`config.mk`:
```
export PLATFORM = sky130hd
export DESIGN_NAME = smc_seq_collector_flat
export DESIGN_NICKNAME = d
export VERILOG_FILES = /design/src/rtl/smc_seq_collector_if.sv /design/src/rtl/smc_seq_collector.sv /design/src/flat_wrapper.sv
export SDC_FILE = /design/constraint.sdc
export NUM_CORES = 1
export LEC_CHECK = 0
export ABC_AREA = 1
export ABC_CLOCK_PERIOD_IN_PS = 7950
export BUFFER_PORTS_ARGS = -buffer_cell sky130_fd_sc_hd__buf_4
export CAP_MARGIN = 10
export CORE_ASPECT_RATIO = 0.5
export CORE_MARGIN = 1
export CORE_UTILIZATION = 30
export CTS_CLUSTER_SIZE = 24
export DETAILED_ROUTE_END_ITERATION = 6
export SLEW_MARGIN = 20
export SYNTH_ARGS = -nofsm -noshare
export SYNTH_HDL_FRONTEND = slang
export SYNTH_SLANG_ARGS = --single-unit
```
`constraint.sdc`:
```
create_clock -name clk -period 7.95 [get_ports clk]
set_input_delay 1.59 -clock clk [delete_from_list [all_inputs] [get_ports clk]]
set_output_delay 1.59 -clock clk [all_outputs]
set_load 0.1 [all_outputs]
```
`src/rtl/smc_seq_collector_if.sv`:
```
// Item/result bus for the MOSFET current/transconductance collector.
// Valid-only handshake: items in, one pulsed 10-bit result out.
interface smc_seq_collector_if;
  logic       in_valid;
  logic [1:0] mode;
  logic [2:0] W;
  logic [2:0] V_GS;
  logic [2:0] V_DS;
  logic       out_valid;
  logic [9:0] out_n;

  modport master (
    output in_valid, mode, W, V_GS, V_DS,
    input  out_valid, out_n
  );

  modport slave (
    input  in_valid, mode, W, V_GS, V_DS,
    output out_valid, out_n
  );
endinterface

```
`src/rtl/smc_seq_collector.sv`:
```
// Serial collector: six MOSFET items in, running top/bottom-3 list,
// then a divided and weighted 10-bit result pulsed out.
module smc_seq_collector (
  input  logic clk,
  input  logic rst,
  smc_seq_collector_if.slave bus
);

  typedef enum logic [1:0] {
    IDLE,
    COLLECT,
    CALC,
    OUT
  } state_t;

  state_t     state, state_nx;
  logic [2:0] count, count_nx;
  logic [1:0] mode_q, mode_nx;
  logic [7:0] r0, r1, r2;
  logic [7:0] r0_nx, r1_nx, r2_nx;
  logic [9:0] out_q, out_nx;

  // The first item of a batch uses the live mode and a fresh list.
  logic [1:0] mode_eff;
  logic [7:0] b0, b1, b2;
  logic [7:0] init_v;
  logic [2:0] base_cnt;

  assign mode_eff = (state == IDLE) ? bus.mode : mode_q;
  assign init_v   = mode_eff[1] ? 8'h00 : 8'hFF;
  assign b0       = (state == IDLE) ? init_v : r0;
  assign b1       = (state == IDLE) ? init_v : r1;
  assign b2       = (state == IDLE) ? init_v : r2;
  assign base_cnt = (state == IDLE) ? 3'd0 : count;

  // Per-item I/G value.
  logic [2:0]  ov;
  logic        triode;
  logic [3:0]  two_ov_m;
  logic [7:0]  inner;
  logic [2:0]  gsel;
  logic [10:0] i_full;
  logic [7:0]  g_full;
  logic [7:0]  val;

  assign ov       = bus.V_GS - 3'd1;
  assign triode   = ov > bus.V_DS;
  assign two_ov_m = {ov, 1'b0} - {1'b0, bus.V_DS};
  assign inner    = triode
                  ? ({5'd0, bus.V_DS} * {4'd0, two_ov_m})
                  : ({5'd0, ov} * {5'd0, ov});
  assign gsel     = triode ? bus.V_DS : ov;
  assign i_full   = {8'd0, bus.W} * {3'd0, inner};
  assign g_full   = {5'd0, bus.W} * {4'd0, gsel, 1'b0};
  assign val      = mode_eff[0] ? i_full[7:0] : g_full;

  // Sorted insertion of the new value into r0 >= r1 >= r2.
  logic [7:0] i0, i1, i2;

  always_comb begin
    i0 = b0;
    i1 = b1;
    i2 = b2;
    if (mode_eff[1]) begin
      if (val > b0) begin
        i0 = val; i1 = b0; i2 = b1;
      end else if (val > b1) begin
        i1 = val; i2 = b1;
      end else if (val > b2) begin
        i2 = val;
      end
    end else if (base_cnt < 3'd3 || val < b0) begin
      if (val >= b1) begin
        i0 = val;
      end else if (val >= b2) begin
        i0 = b1; i1 = val;
      end else begin
        i0 = b1; i1 = b2; i2 = val;
      end
    end
  end

  // Divide-by-3 and weighting of the kept three.
  logic [9:0] d0, d1, d2;
  logic [9:0] sum;

  assign d0  = {2'd0, r0} / 10'd3;
  assign d1  = {2'd0, r1} / 10'd3;
  assign d2  = {2'd0, r2} / 10'd3;
  assign sum = mode_q[0]
             ? (10'd3 * d0 + 10'd4 * d1 + 10'd5 * d2)
             : (d0 + d1 + d2);

  // Next-state and datapath updates.
  always_comb begin
    state_nx = state;
    count_nx = count;
    mode_nx  = mode_q;
    r0_nx    = r0;
    r1_nx    = r1;
    r2_nx    = r2;
    out_nx   = '0;
    unique case (state)
      IDLE: begin
        if (bus.in_valid) begin
          mode_nx  = bus.mode;
          r0_nx    = i0;
          r1_nx    = i1;
          r2_nx    = i2;
          count_nx = 3'd1;
          state_nx = COLLECT;
        end
      end
      COLLECT: begin
        if (bus.in_valid) begin
          r0_nx    = i0;
          r1_nx    = i1;
          r2_nx    = i2;
          count_nx = count + 3'd1;
          if (count == 3'd5) state_nx = CALC;
        end
      end
      CALC: begin
        out_nx   = sum;
        state_nx = OUT;
      end
      OUT: begin
        count_nx = 3'd0;
        state_nx = IDLE;
      end
      default: state_nx = IDLE;
    endcase
  end

  // State and datapath registers with synchronous reset.
  always_ff @(posedge clk) begin
    if (rst) begin
      state  <= IDLE;
      count  <= 3'd0;
      mode_q <= 2'd0;
      r0     <= 8'd0;
      r1     <= 8'd0;
      r2     <= 8'd0;
      out_q  <= 10'd0;
    end else begin
      state  <= state_nx;
      count  <= count_nx;
      mode_q <= mode_nx;
      r0     <= r0_nx;
      r1     <= r1_nx;
      r2     <= r2_nx;
      out_q  <= out_nx;
    end
  end

  assign bus.out_valid = (state == OUT);
  assign bus.out_n     = out_q;

endmodule

```
`src/flat_wrapper.sv`:
```
// flat-port wrapper written by rule: the top's interface ports become plain ports
module smc_seq_collector_flat 
  (clk, rst, bus_in_valid, bus_mode, bus_W, bus_V_GS, bus_V_DS, bus_out_valid, bus_out_n);
  smc_seq_collector_if bus_i ();
  input  logic clk;
  input  logic rst;
  input wire logic [$bits(bus_i.in_valid)-1:0] bus_in_valid;
  input wire logic [$bits(bus_i.mode)-1:0] bus_mode;
  input wire logic [$bits(bus_i.W)-1:0] bus_W;
  input wire logic [$bits(bus_i.V_GS)-1:0] bus_V_GS;
  input wire logic [$bits(bus_i.V_DS)-1:0] bus_V_DS;
  output wire logic [$bits(bus_i.out_valid)-1:0] bus_out_valid;
  output wire logic [$bits(bus_i.out_n)-1:0] bus_out_n;
  assign bus_i.in_valid = bus_in_valid;
  assign bus_i.mode = bus_mode;
  assign bus_i.W = bus_W;
  assign bus_i.V_GS = bus_V_GS;
  assign bus_i.V_DS = bus_V_DS;
  assign bus_out_valid = bus_i.out_valid;
  assign bus_out_n = bus_i.out_n;
  smc_seq_collector u_core (.clk(clk), .rst(rst), .bus(bus_i));
endmodule
```
# [After elaboration in Yosys (flattened, before gate mapping)]
# Index checks and enable logic that the tools add are counted.
[totals] reg_bits=41 in_bits=14 output_inout_bits=11 word_cells=82
[op_classes] n_addsub=7 n_mul=6 div=3 order_cmp=8 eq_ne=7 muxes=34 bitwise_logic=1 reduce_logical=9
[ops] op="$mux W8" count=22
[ops] op="$add A10 B10 Y10" count=4
[ops] op="$div A8 B2 Y10 const B" count=3
[ops] op="$gt A8 B8 Y1" count=3
[ops] op="$ge A8 B8 Y1" count=2
[ops] op="$mul A3 B3 Y6" count=2
[ops] op="$mux W3" count=4
[ops] op="$mul A2 B10 Y10 const A" count=1
[ops] op="$mul A3 B10 Y10 const A" count=1
[ops] op="$mux W10" count=1
[ops] op="$pmux W3 S3" count=1
[ops] op="$lt A8 B8 Y1" count=1
[ops] op="$mul A3 B8 Y8" count=1
[ops] op="$mux W2" count=4
[ops] op="$pmux W2 S4" count=1
[ops] op="$mul A3 B4 Y7" count=1
[ops] op="$mux W7" count=1
[ops] op="$reduce_and A3 Y1" count=2
[ops] op="$eq A2 B2 Y1 const B" count=2
[ops] op="$ne A2 B2 Y1 const B" count=2
[ops] op="$reduce_and A2 Y1" count=2
[ops] op="$reduce_or A2 Y1" count=2
[ops] op="$sub A4 B3 Y4" count=1
[ops] op="$add A3 B1 Y3 const B" count=1
[ops] op="10 further kinds" count=10

# [Longest topological paths before layout]
# Gate-level depths: netlist of the first run.
[depth] depth_word=11 mapped_depth=47 mapped_depth_nobuf=47

# [Worst setup path after synthesis of the first run]
# Ideal clock, no wire load.
[synth_path] kind="input-to-reg" startpoint="input bus_V_GS[0]" endpoint="register u_core.r2[5]" setup_ps=134 t_arrival_ps=7698 t_required_ps=7816 slack_ps=119 path_stages=42 n_path_buf=1 path_cell_list="inv_1 > ha_1 > inv_1 > ha_1 > a21oi_1 > o21ai_0 > xor2_1 > inv_1 > nand2_1 > fa_1 > inv_1 > fa_1 > nand2_1 > inv_1 > o31ai_1 > nand2_1 > fa_1 > inv_1 > [... 6 more ...] > inv_1 > nand3_1 > nand2_1 > nand2_1 > nand2_1 > nand2_1 > inv_1 > ha_1 > nand4_1 > nor4_1 > inv_1 > nand2_1 > buf_2 > nand2_1 > inv_1 > nor2_1 > o21ai_0 > a31oi_1"
[synth_between] elab_chain_cells=11 word_cells_on_any_way=24 cone_classes="add/sub (2); mul (4); order compare (7); mux (10); reduce/logical (1)"
[synth_lines] item="from (decl)" line="flat_wrapper.sv:10" rtl="input wire logic [$bits(bus_i.V_GS)-1:0] bus_V_GS;"
[synth_lines] item="$sub A3 B1 Y3 *" line="smc_seq_collector.sv:46" rtl="assign ov = bus.V_GS - 3'd1;"
[synth_lines] item="$sub A4 B3 Y4" line="smc_seq_collector.sv:48" rtl="assign two_ov_m = {ov, 1'b0} - {1'b0, bus.V_DS};"
[synth_lines] item="$mul A3 B4 Y7" line="smc_seq_collector.sv:50" rtl="? ({5'd0, bus.V_DS} * {4'd0, two_ov_m})"
[synth_lines] item="$mux W7" line="smc_seq_collector.sv:50"
[synth_lines] item="$mul A3 B8 Y8" line="smc_seq_collector.sv:53" rtl="assign i_full = {8'd0, bus.W} * {3'd0, inner};"
[synth_lines] item="$mux W8 *" line="smc_seq_collector.sv:55" rtl="assign val = mode_eff[0] ? i_full[7:0] : g_full;"
[synth_lines] item="$ge A8 B8 Y1 / $gt A8 B8 Y1 (equally long branches)" line="smc_seq_collector.sv:75, smc_seq_collector.sv:69"
[synth_lines] item="$mux W8, on equally long branches" line="smc_seq_collector.sv:75, smc_seq_collector.sv:69"
[synth_lines] item="$mux W8, on equally long branches" line="smc_seq_collector.sv:73, smc_seq_collector.sv:67"
[synth_lines] item="$mux W8, on equally long branches" line="smc_seq_collector.sv:72, smc_seq_collector.sv:65"
[synth_lines] item="$mux W8 *" line="smc_seq_collector.sv:64" rtl="if (mode_eff[1]) begin"
[synth_lines] item="to (signal assigned)" line="smc_seq_collector.sv:151" rtl="r2 <= r2_nx;"
[synth_lines] item="to (decl)" line="smc_seq_collector.sv:19" rtl="logic [7:0] r0, r1, r2;"
# Mark *: on every way between the ends. The rest lies on a longest branch, timed or not.
# A chain may end at the register's enable or synchronous reset.

# [Worst setup path after layout of the first run]
[layout_path] startpoint="input bus_V_GS[0]" endpoint="register u_core.r2[3]"
# The elaborated chain is that of the path after synthesis.

==> results of run 1 <==
[path summary, 6_finish.rpt]
kind / depth (start not counted) / slack, ns / end
worst min-delay path: 2 / 0.49 / u_core.mode_q[1]
worst max register to register: 38 / 2.17 / u_core.bus.out_n[9]
worst min register to register: 2 / 0.49 / u_core.mode_q[1]
worst max-delay path: 47 / 0.39 / u_core.r2[3]
[per-layer routing]
layer	routed length, microns	GRT usage	up-vias
met4	380	0.0536	0
met3	949	0.0236	33
met1	9130	0.216	3242
li1	-	-	3595
met2	9050	0.295	155
met5	0	0	-
[layout by cell type (no fill, tap or decap), drive strengths merged]
| master | instances |
|---|---|
| o21bai | 1 |
| and2 | 1 |
| clkbuf | 5 |
| o2111ai | 3 |
| or2 | 4 |
| nor3b | 1 |
| xor2 | 6 |
| xnor2 | 3 |
| buf | 91 |
| nand4 | 5 |
| a221oi | 1 |
| o31ai | 2 |
| clkinvlp | 1 |
| a31oi | 9 |
| o21ai | 126 |
| nand3b | 1 |
| nand3 | 52 |
| a22oi | 1 |
| a21boi | 1 |
| nand2b | 1 |
| a2111oi | 1 |
| o21a | 1 |
| ha | 85 |
| inv | 210 |
| nand2 | 238 |
| fa | 38 |
| nor3 | 5 |
| a21oi | 87 |
| o211ai | 9 |
| nor4 | 2 |
| o22ai | 5 |
| nor2 | 82 |
| o221ai | 4 |
| a211oi | 11 |
| dfxtp | 41 |
[cell families (layout without fill, tap and decap cells)]
group	count (synthesis)	count (layout)	share of synthesized area
AND/OR/NAND/NOR	392	392	0.251
AO/OA/AOI/OAI	262	262	0.218
buffers and inverters	234	307	0.130
adder cells (fa/ha/maj)	123	123	0.268
flip-flops	41	41	0.121
XOR/XNOR	9	9	0.0116
[stage by stage]
step / setup WS, ns / setup TNS (ns)
3_5_place_dp: -0.392 / -6.97
6_report: 0.386 / 0
2_1_floorplan: 0.119 / 0
3_3_place_gp: -0.237 / -2.97
5_1_grt: -0.174 / -1.43
4_1_cts: 0.0169 / 0
[cell type report]
type,instances,area share
multi-input combinational,786,0.652
sequential,41,0.102
inverter,208,0.0966
timing repair buffer,91,0.0845
tap,300,0.0465
clock buffer,5,0.0155
clock inverter,3,0.00310
[sequential cells by signal, summed over array words and instances, names as in the netlist]
signal,flops
u_core.bus.out_n,10
u_core.r0,8
u_core.r1,8
u_core.r2,8
u_core.count,3
u_core.mode_q,2
u_core.state,2
[worst max-delay path, delay by kind of cell]
family | cells | cell delay, ns
buffers and inverters | 13 | 1.12
and+or+nand+nor | 18 | 1.60
adders and majority gates | 8 | 2.48
AOI/OAI and AO/OA | 8 | 0.99
[timing repair]
item	in CTS	in global routing
resized for setup	3	38
pin swaps	0	17
gates cloned	0	0
buffers inserted	0	3
endpoints found under the setup margin	11	24
hold buffers	0	0
==> metrics.csv, run 1 <==
stage;metric;value;unit
finish;diodes inserted;0;
floorplan;Initial Util;0.310;
logic_synthesis;most used flip-flop cell after synthesis;dfxtp_1;
sta;number of endpoints failing setup at the final stage;0;
placement;DP Cell Count;1423;
sta;number of pins exceeding their max-slew limit in the final report;0;
global_routing;pin count of the biggest net entering global routing;36;
drt;number of detailed-routing iterations run before antenna repair;5;
drt;antenna-violating nets left;0;
drt;total via count after detailed routing;7025;
placement;hpwl dp;15.9;mm
setup_path;critical path's most frequent cell;nand2_1;
setup_path;launching point of the worst reg2reg path;u_core.r2[7];
finish;filler cell count;2312;
drt;post-route DRC violation count;0;
floorplan;Die Span Y;108;microns
floorplan;IO Count;25;
run_status;result of the run;finished clean;
sta;clk_skew;0.00723;ns
clock_tree;total number of clock tree sinks;41;
logic_synthesis;Synth Net Count;1198;
logic_synthesis;flip-flop and latch count after synthesis;41;
logic_synthesis;Yosys warning count;0;
finish;Multi-input gate area;5270;sq um
placement;global placement routability congestion;0.922;
placement;Port Buf Inserts;24;
clock_tree;clock tree from TritonCTS;done;
clock_tree;total clock buffers created by CTS;5;
logic_synthesis;mean instance size in the synthesized netlist;6.40;sq um
setup_path;CP max-delay cell;fa_1;
clock_tree;clock transition at the registers of the reported paths;0.07;ns
setup_path;highest fanout seen on the critical path;5;
logic_synthesis;number of instances in the synthesized netlist;1061;
clock_tree;Bufs on Longest Clock Path;2;
logic_synthesis;share of synthesized flip-flops with an asynchronous set or reset;0;
placement;area of placed instances;7730;sq um
finish;final core utilization;0.369;
finish;finished layout cell area;8080;sq um
logic_synthesis;number of flops mapped to enable cells by yosys;0;
setup_path;data required time at the worst endpoint;8.18;ns
min_path;startpoint of the lowest-slack hold path;u_core.mode_q[1];
logic_synthesis;top cells by instance count after synthesis;212 x nand2_1, 193 x inv_1, 98 x o21ai_0;
floorplan;# rows;38;
logic_synthesis;portion of synthesized cell area occupied by the leading cell type;0.157;
drt;Initial DRC Count;550;
clock_tree;buffer type at the clock tree root;clkbuf_16;
floorplan;Die Width;215;microns
logic_synthesis;most area-hungry cell type in the Yosys netlist;ha_1;
sta;worst slew slack as a fraction of its limit;0.393;
sta;peak clock frequency supported by timing;0.132;GHz
global_routing;number of global-route vias before repair;6693;
clock_tree;insertion delay of the later-clocked pin in the worst-skew pair;0.30;ns
global_routing;total global-route track usage;0.169;
setup_path;Worst EP arrival;7.80;ns
sta;Fin Hold WS;0.493;ns
clock_tree;level count of the clock H-tree;2;
logic_synthesis;library cells used by synthesis;44;
finish;final non-filler cell total;1434;
sta;final critical path time including I/O delays and setup;7.56;ns
drt;drt wl/cell;13.6;microns
drt;average vias per placed instance;4.90;
finish;FF/Latch Area;821;sq um
logic_synthesis;share of synthesized area occupied by flip-flops and latches;0.121;
min_path;worst hold path class;reg2reg;
drt;total wire length;19.5;mm
setup_path;critical setup path kind;in2reg;
floorplan;core area;21900;sq um
finish;Net count, final;1270;
setup_path;Critical Path Sink Type;flip-flop;
finish;post-synthesis to final-layout area growth;18.9;%
global_routing;number of antenna violations at the first check in global routing;0;
setup_path;peak per-stage delay on the critical path;0.51;ns
logic_synthesis;cells taking the most area after synthesis;ha_1 16%, dfxtp_1 12%, nand2_1 12%;
logic_synthesis;cell with the most instances after synthesis;nand2_1;
logic_synthesis;area of the mapped netlist;6800;sq um
setup_path;CP Launch Point;bus_V_GS[0];
global_routing;first-pass GRT wire length;32.0;mm
global_routing;Congestion Overflow GR;0;
sta;worst-margin pin slew;0.911;ns
finish;ratio of cells with drive above 1 in the final layout;0.179;
sta;crit share post-route;0.951;
floorplan;die outline area;23300;sq um
sta;Final Hold Vio Count;0;
run;number of max-cap violations;0;
setup_path;critical path startpoint category;primary input;
Power of run 1 is left out: the tool's default activity adds up to more than one toggle a clock period on the data nets, which glitch-free logic cannot reach.
==> run 2: changes to the inputs <==
--- a/config.mk
+++ b/config.mk
@@ -14,6 +14,9 @@
 export CORE_UTILIZATION = 30
 export CTS_CLUSTER_SIZE = 24
 export DETAILED_ROUTE_END_ITERATION = 6
+export HOLD_SLACK_MARGIN = 0.03
+export RECOVER_POWER = 50
+export REMOVE_ABC_BUFFERS = 1
 export SLEW_MARGIN = 20
 export SYNTH_ARGS = -nofsm -noshare
 export SYNTH_HDL_FRONTEND = slang
==> metrics.csv, run 2 (same netlist as run 1, synthesis figures left out) <==
stage;metric;value;unit;change
finish;most frequent standard cell in the layout excluding fill and tap cells;nand2_1;;
drt;total via count after detailed routing;6916;;-1.6%
sta;worst-margin pin slew;1.18;ns;+0.273 ns
floorplan;# rows;38;;unchanged
finish;filler cell count;2325;;+0.56%
drt;post-route DRC violation count;0;;unchanged
sta;final critical path time including I/O delays and setup;7.54;ns;-0.0207 ns
finish;post-synthesis to final-layout area growth;17.1;%;
sta;peak clock frequency supported by timing;0.133;GHz;+0.27%
setup_path;peak per-stage delay on the critical path;0.52;ns;about the same
min_path;worst hold path class;reg2reg;;
clock_tree;buffer type at the clock tree root;clkbuf_16;;
finish;diodes inserted;0;;unchanged
sta;number of pins exceeding their max-slew limit in the final report;0;;unchanged
clock_tree;cts hold-fix bufs;0;;unchanged
setup_path;Worst EP arrival;7.78;ns;-0.02 ns
drt;antenna-violating nets left;0;;unchanged
clock_tree;Bufs on Longest Clock Path;2;;unchanged
setup_path;critical path startpoint category;primary input;;
setup_path;critical setup path kind;in2reg;;
placement;global placement routability congestion;0.887;;-3.9%
clock_tree;total clock buffers created by CTS;5;;unchanged
finish;flip-flop count of the largest register after layout;10;;unchanged
setup_path;Critical Path Sink Type;flip-flop;;
setup_path;critical path's most frequent cell;nand2_1;;
global_routing;number of antenna violations at the first check in global routing;0;;unchanged
drt;number of detailed-routing iterations run before antenna repair;5;;unchanged
placement;pre-CTS setup slack;-0.492;ns;-0.100 ns
finish;Net count, final;1265;;-0.39%
drt;Initial DRC Count;462;;-16%
sta;crit share post-route;0.949;;-0.00260
sta;clk_skew;0.00493;ns;-0.00230 ns
drt;average vias per placed instance;4.84;;-1.2%
placement;hpwl dp;15.7;mm;-1.1%
floorplan;die outline area;23300;sq um;unchanged
floorplan;IO Count;25;;unchanged
clock_tree;clock transition at the registers of the reported paths;0.07;ns;about the same
run;number of max-cap violations;0;;unchanged
drt;drt wl/cell;13.5;microns;-0.60%
global_routing;number of global-route vias before repair;6776;;+1.2%
sta;number of endpoints failing setup at the final stage;0;;unchanged
setup_path;highest fanout seen on the critical path;4;;-1
clock_tree;level count of the clock H-tree;2;;unchanged
clock_tree;total number of clock tree sinks;41;;unchanged
sta;worst setup slack after layout;0.407;ns;+0.0207 ns
setup_path;data required time at the worst endpoint;8.19;ns;about the same
finish;ratio of cells with drive above 1 in the final layout;0.151;;-0.0276
clock_tree;insertion delay of the later-clocked pin in the worst-skew pair;0.29;ns;about the same
floorplan;core area;21900;sq um;unchanged
global_routing;first-pass GRT wire length;32.3;mm;+0.86%
sta;worst slew slack as a fraction of its limit;0.214;;-0.179
floorplan;Die Span Y;108;microns;unchanged
global_routing;Congestion Overflow GR;0;;unchanged
floorplan;Initial Util;0.310;;unchanged
sta;Final Hold Vio Count;0;;unchanged
global_routing;pin count of the biggest net entering global routing;36;;unchanged
clock_tree;clock tree from TritonCTS;done;;
run_status;result of the run;finished clean;;
placement;Port Buf Inserts;24;;unchanged
finish;most frequent cells in the layout;214 x nand2_1, 188 x inv_1, 97 x o21ai_0, 80 x a21oi_1;;
drt;total wire length;19.3;mm;-0.95%
floorplan;Die Width;215;microns;unchanged
global_routing;total global-route track usage;0.170;;+0.000823
setup_path;CP max-delay cell;fa_1;;
## run 2: cell types whose count changed in the layout (fill, tap and decap cells not counted), sizes merged
cell    change
clkinv      +1
inv         -1
clkbuf     +13
buf        -18
## run 2: timing repair
action	in CTS	in global routing
gates cloned	0	0
pin swaps	3	15
setup endpoints to repair	23	24
setup buffers	0	4
hold endpoints to repair	0	0
gates resized for setup	6	27
## run 2: layout make-up
class | count | area, sq um | area share
repair buffers | 86 | 609 | 0.0765
inverters | 208 | 783 | 0.0984
clock buffers | 5 | 125 | 0.0157
multi-input cells | 786 | 5230 | 0.656
clock inverters | 3 | 21.3 | 0.00267
flip-flops and latches | 41 | 821 | 0.103
well taps | 300 | 375 | 0.0472
## run 2: worst max-delay path: cells and delay by family
kind | cells | cell delay, ns
compound gates | 8 | 0.99
buf+inv | 15 | 1.28
xor+xnor | 1 | 0.16
fa+ha+maj | 7 | 2.17
simple gates | 17 | 1.59
## run 2: final timing paths
kind / slack (ns) / cells after the start / end / start
worst max-delay path: 0.41 / 48 / u_core.r1[5] / bus_V_GS[0]
worst min-delay path: 0.49 / 2 / u_core.mode_q[1] / u_core.mode_q[1]
worst max register to register: 2.11 / 39 / u_core.bus.out_n[9] / u_core.r2[7]
worst min register to register: 0.49 / 2 / u_core.mode_q[1] / u_core.mode_q[1]
## run 2: per-layer routing
metal | wire length [microns] | track usage | vias up
met5 | 0 | 0 | -
met4 | 226 | 0.0383 | 0
met3 | 898 | 0.0177 | 20
met2 | 8870 | 0.296 | 165
met1 | 9330 | 0.227 | 3150
li1 | - | - | 3581
## run 2: per-stage QoR
| stage | TNS, ns | cell area, sq um | util | cells | hold WS [ns] |
|---|---|---|---|---|---|
| after floorplan | -0.314 | 6690 | - | 1035 | 0.449 |
| after global placement | -6.77 | 7700 | 0.351 | 1417 | 0.470 |
| after detailed placement | -10.08 | 7700 | 0.351 | 1417 | 0.480 |
| after CTS | 0 | 7870 | 0.359 | 1425 | 0.490 |
| after global routing | -0.0918 | 7960 | 0.363 | 1429 | 0.534 |
| final | 0 | 7960 | 0.363 | 1429 | 0.490 |
Power of run 2 is left out for the same reason.
